**src/rtl/wdg_rst_ctrl.sv**
```systemverilog
// Watchdog reset controller.
// Stage 1 raises a level interrupt on each new rising edge of the stage-1
// timeout and holds it until acknowledged. Stage 2 runs a small FSM: wait
// RST_DELAY_CYCLES, drive a RST_PULSE_CYCLES-wide active-low system reset,
// then park until the stage-2 level drops. Each issued reset is recorded in
// a sticky cause flag and a saturating 4-bit counter.
module wdg_rst_ctrl #(
  parameter int unsigned RST_DELAY_CYCLES = 8,   // 0..255
  parameter int unsigned RST_PULSE_CYCLES = 16   // 1..255
) (
  input  logic       clk,
  input  logic       res_n,
  input  logic       i_irq1,
  input  logic       i_irq2,
  input  logic       i_irq_ack,
  input  logic       i_cause_clr,
  output logic       o_irq,
  output logic       o_sys_rst_n,
  output logic       o_rst_cause,
  output logic [3:0] o_rst_cnt,
  output logic       o_busy
);

  typedef enum logic [1:0] {
    IDLE   = 2'd0,
    DELAY  = 2'd1,
    ASSERT = 2'd2,
    HOLD   = 2'd3
  } state_t;

  // Counter reload values; the delay load is unused when the delay is zero.
  localparam logic [7:0] DELAY_LOAD =
    (RST_DELAY_CYCLES > 0) ? 8'(RST_DELAY_CYCLES - 1) : 8'd0;
  localparam logic [7:0] PULSE_LOAD = 8'(RST_PULSE_CYCLES - 1);

  state_t     state_q, state_d;
  logic [7:0] cnt_q, cnt_d;
  logic       irq1_q, irq2_q;
  logic       irq1_rise, irq2_rise;
  logic       assert_entry;
  logic [3:0] rst_cnt_base;

  assign irq1_rise = i_irq1 & ~irq1_q;
  assign irq2_rise = i_irq2 & ~irq2_q;

  // Single-stage history of both timeout levels for rising-edge detection.
  // NOTE: sequential state uses non-blocking assignments so every register
  // samples the pre-edge values of the others, regardless of block order.
  always_ff @(posedge clk or negedge res_n) begin
    if (!res_n) begin
      irq1_q <= 1'b0;
      irq2_q <= 1'b0;
    end else begin
      irq1_q <= i_irq1;
      irq2_q <= i_irq2;
    end
  end

  // Stage-1 pending flag: a new edge wins over a coincident acknowledge.
  always_ff @(posedge clk or negedge res_n) begin
    if (!res_n) begin
      o_irq <= 1'b0;
    end else if (irq1_rise) begin
      o_irq <= 1'b1;
    end else if (i_irq_ack) begin
      o_irq <= 1'b0;
    end
  end

  // FSM state and shared down-counter registers.
  always_ff @(posedge clk or negedge res_n) begin
    if (!res_n) begin
      state_q <= IDLE;
      cnt_q   <= 8'd0;
    end else begin
      state_q <= state_d;
      cnt_q   <= cnt_d;
    end
  end

  // Next-state and counter logic; stage-2 edges are only honoured in IDLE.
  // NOTE: every output of this block gets a default first, so no path
  // through the case statement can leave one unassigned and infer a latch.
  always_comb begin
    state_d      = state_q;
    cnt_d        = cnt_q;
    assert_entry = 1'b0;
    unique case (state_q)
      IDLE: begin
        if (irq2_rise) begin
          if (RST_DELAY_CYCLES == 0) begin
            state_d      = ASSERT;
            cnt_d        = PULSE_LOAD;
            assert_entry = 1'b1;
          end else begin
            state_d = DELAY;
            cnt_d   = DELAY_LOAD;
          end
        end
      end
      DELAY: begin
        if (cnt_q == 8'd0) begin
          state_d      = ASSERT;
          cnt_d        = PULSE_LOAD;
          assert_entry = 1'b1;
        end else begin
          cnt_d = cnt_q - 8'd1;
        end
      end
      ASSERT: begin
        if (cnt_q == 8'd0) begin
          state_d = HOLD;
        end else begin
          cnt_d = cnt_q - 8'd1;
        end
      end
      HOLD: begin
        // Leave only once the stage-2 level has dropped, so a stuck level
        // cannot fire a second reset.
        if (!irq2_q) state_d = IDLE;
      end
      default: state_d = IDLE;
    endcase
  end

  // A clear coincident with a new reset is applied first, so the
  // increment lands on zero and the event is not lost.
  always_comb begin
    rst_cnt_base = i_cause_clr ? 4'd0 : o_rst_cnt;
  end

  // Reset-cause flag and saturating reset counter.
  // NOTE: these history registers get the asynchronous reset too; a power-on
  // reset must start from a known "no watchdog reset yet" record.
  always_ff @(posedge clk or negedge res_n) begin
    if (!res_n) begin
      o_rst_cause <= 1'b0;
      o_rst_cnt   <= 4'd0;
    end else if (assert_entry) begin
      o_rst_cause <= 1'b1;
      o_rst_cnt   <= (rst_cnt_base == 4'hF) ? 4'hF : rst_cnt_base + 4'd1;
    end else if (i_cause_clr) begin
      o_rst_cause <= 1'b0;
      o_rst_cnt   <= 4'd0;
    end
  end

  // Outputs decoded from the state register only; no input reaches them
  // combinationally, and reset forces IDLE so the system reset releases
  // asynchronously.
  assign o_sys_rst_n = (state_q != ASSERT);
  assign o_busy      = (state_q != IDLE);

endmodule

```
**config.mk**
```make
export PLATFORM = sky130hd
export DESIGN_NAME = wdg_rst_ctrl
export DESIGN_NICKNAME = d
export VERILOG_FILES = /design/src/rtl/wdg_rst_ctrl.sv
export SDC_FILE = /design/constraint.sdc
export NUM_CORES = 1
export LEC_CHECK = 0
export BUFFER_PORTS_ARGS = -buffer_cell sky130_fd_sc_hd__buf_4
export CORE_MARGIN = 5
export CORE_UTILIZATION = 30
export CTS_CLUSTER_DIAMETER = 80
export DETAILED_ROUTE_END_ITERATION = 6
export GPL_TIMING_DRIVEN = 0
export PLACE_DENSITY = 0.57
export SLEW_MARGIN = 20
export SYNTH_ARGS = -nofsm -noshare
export SYNTH_HDL_FRONTEND = slang
export SYNTH_SLANG_ARGS = --single-unit
```
**constraint.sdc**
```tcl
create_clock -name clk -period 2.22 [get_ports clk]
set_input_delay 0.222 -clock clk [delete_from_list [all_inputs] [get_ports clk]]
set_output_delay 0.222 -clock clk [all_outputs]
set_load 0.02 [all_outputs]
```
==> out/results.tsv <==
metric	value	unit
run status	finished clean	
maximum VDD drop	0.132	mV
cell-internal power	405	uW
Pleak	0.603	nW
Ys Warns	0	
Yosys reg bits	18	
CTS clk-pin slew, worst paths	0.11	ns
Port Buffers	13	
later-pin clock latency in the skew report	0.30	ns
setup_tns	0	ns
max cap viols	0	
Reg power frac	0.632	
Tot Pwr	527	uW
antenna-violating nets left	0	
worst hold margin	0.0384	ns
crit path DAT	2.06	ns
most frequent cells after synthesis	dfrtp_1 (18), inv_1 (11), nand2_1 (7)	
DR vias/cell	5.08	
Overflow after GRT	0	
Most used DFF post-synth	dfrtp_1	
syn avg cell area	10.2	sq um
GPL Wtd Cong	0.712	
Yosys cell types	35	
top-count cell post-synth	dfrtp_1	
Final Setup Violations	0	
DRT iter0 DRCs	50	
post-route non-filler standard cell count	168	
FP Rows	21	
largest net degree at the start of global routing	19	
number of H-tree levels	1	
wire length per cell	13.2	um
vias in the first global route	836	
TritonCTS clock tree	yes	
Yosys top cell by area	dfrtp_1	
Via Count	854	
final worst-path cycle share	0.845	
power density over the cells	418	nW/um^2
Sw Ratio	0.231	
Antenna diodes	0	
Setup Buffers After CTS	0	
Inst Count DP	164	
Top Ports	14	
Global Route Usage Sum	0.0985	
clk root buf	clkbuf_4	
Clk pwr share	0.322	
initial antenna violation count	0	
die width	69.8	um
Slew Limit Fails	0	
Clock Skew	0.00815	ns
RSZ-0062 raised after global routing	false	
HP Class	in2reg	
Crit Path Class	reg2reg	
Post-Syn Nets	117	
combinational share of power	0.046	
CTS sink cnt	18	
Critical Path RT	2.41	ns
Least-Margin Pin Slew	0.514	ns
Core Box Area	3390	sq um
Final Hold Vio Count	0	
worst-path maximum fanout	6	
Die Y	69.8	um
Synth area leaders	dfrtp_1 (42%), ha_1 (7.0%), inv_1 (3.9%), a31oi_1 (3.5%), nand3_2 (2.8%)	
Post-synth EDFFs	0	
cts repair resizes	0	
DRT Pass-1 Iters	4	
hpwl dp	1670	um
Filler cells	339	
first-pass GRT wire length	3880	um
CTS buffer count	3	
area delta synth->final	17.5	%
Net Switching	122	uW
clock tree buffer depth	2	
cell area after synthesis	1070	sq um
share of flip-flops with an asynchronous set or reset	1.00	
DRC errors left	0	
startpoint types	register	
Initial Utilization	0.316	
post-synthesis cell count	105	
die area	4870	sq um
Slew headroom	0.657	
Seq/Total Area, Yosys	0.421	
Final min period	1.88	ns
top-area cell type share of the netlist area	0.421	
ratio of cells with drive above 1 in the final layout	0.221	
Fmax	0.533	GHz
Final nets	136	
Setup crit end kind	register	
WL final	2220	um
[final timing paths]
kind | cells after the start | slack, ns | from | end
max | 6 | 0.34 | cnt_q[0] | state_q[1]
min | 1 | 0.04 | i_irq1 | irq1_q
max reg2reg | 6 | 0.34 | cnt_q[0] | state_q[1]
min reg2reg | 1 | 0.44 | irq1_q | o_irq
max in group asynchronous | 2 | 1.70 | res_n | state_q[0]
min in group asynchronous | 2 | 0.32 | res_n | o_rst_cnt[1]
[routing by layer]
layer | routed length [um] | up-vias | track usage | share of wire
li1 | - | 432 | - | -
met1 | 1070 | 402 | 0.124 | 0.48
met2 | 1020 | 16 | 0.155 | 0.46
met3 | 91 | 4 | 0.0203 | 0.041
met4 | 40 | 0 | 0.0574 | 0.018
met5 | 0 | - | 0 | 0
[sequential cells by signal (all words and copies together), names as in the netlist]
name and cells:
irq1_q 1, o_irq 1, state_q 2, cnt_q 8, o_rst_cnt 4, o_rst_cause 1
irq2_q 1
[worst max-delay path, stage by stage (launching register included)]
cell and delay [ns]:
dfrtp_1 0.44, inv_1 0.07, ha_1 0.20, nor3b_2 0.44, a21o_1 0.21, nand3_2 0.09
mux2_4 0.31
[power by group through the flow]
stage | logic, mW | registers, mW | clock network [mW]
2_1_floorplan | 0.00315 | 0.341 | 0
3_3_place_gp | 0.0235 | 0.339 | 0
3_5_place_dp | 0.0237 | 0.339 | 0
4_1_cts | 0.0251 | 0.333 | 0.178
5_1_grt | 0.0275 | 0.333 | 0.194
6_report | 0.0243 | 0.333 | 0.170
[kinds of logic (layout without fill, tap and decap cells)]
kind of cell | count (synthesis) | after routing | share of synthesized area
and+or+nand+nor | 36 | 36 | 0.227
DFF | 18 | 18 | 0.421
muxes | 3 | 3 | 0.0327
adders and majority gates | 6 | 6 | 0.0701
xor gates and xnor gates | 1 | 1 | 0.00818
AOI/OAI and AO/OA | 30 | 30 | 0.203
buffers and inverters | 11 | 28 | 0.0386
[layout make-up]
class | instances | area, sq um | share of cell area
Multi-Input combinational cell | 76 | 579 | 0.460
Sequential cell | 18 | 450 | 0.358
Timing Repair Buffer | 14 | 108 | 0.0855
Tap cell | 46 | 57.6 | 0.0457
Inverter | 11 | 41.3 | 0.0328
Clock buffer | 3 | 22.5 | 0.0179
[cell usage in the layout (no fill, tap or decap), types with 2 or more instances in the layout]
cell type | netlist | layout
a21oi_1 | 4 | 4
a31oi_1 | 6 | 6
a22o_1 | 2 | 2
ha_1 | 6 | 6
o32a_1 | 2 | 2
nor3_1 | 4 | 4
o22ai_1 | 2 | 2
nor2b_1 | 4 | 4
nand2_1 | 7 | 7
nand3_2 | 3 | 3
a21o_1 | 3 | 3
nor2_1 | 5 | 5
dfrtp_1 | 18 | 18
inv_1 | 11 | 11
or3b_1 | 2 | 2
nand2b_1 | 3 | 3
o2111ai_1 | 2 | 2
mux2i_1 | 2 | 2
o21ai_1 | 3 | 3
clkbuf_4 | 0 | 3
buf_4 | 0 | 13
[timing repair]
action | 4_1_cts | 5_1_grt
hold endpoints to repair | 18 | 0
hold buffers | 1 | 0
endpoints found under the setup margin | 0 | 0
[through the flow]
stage | setup WS (ns) | util | instance area [sq um]
after CTS | 0.336 | 0.371 | 1260
after floorplan | 0.541 | - | 1070
after detailed placement | 0.376 | 0.362 | 1230
after global placement | 0.383 | 0.362 | 1230
final | 0.344 | 0.371 | 1260
after global routing | 0.195 | 0.371 | 1260
(Power assumes the default switching activity.)
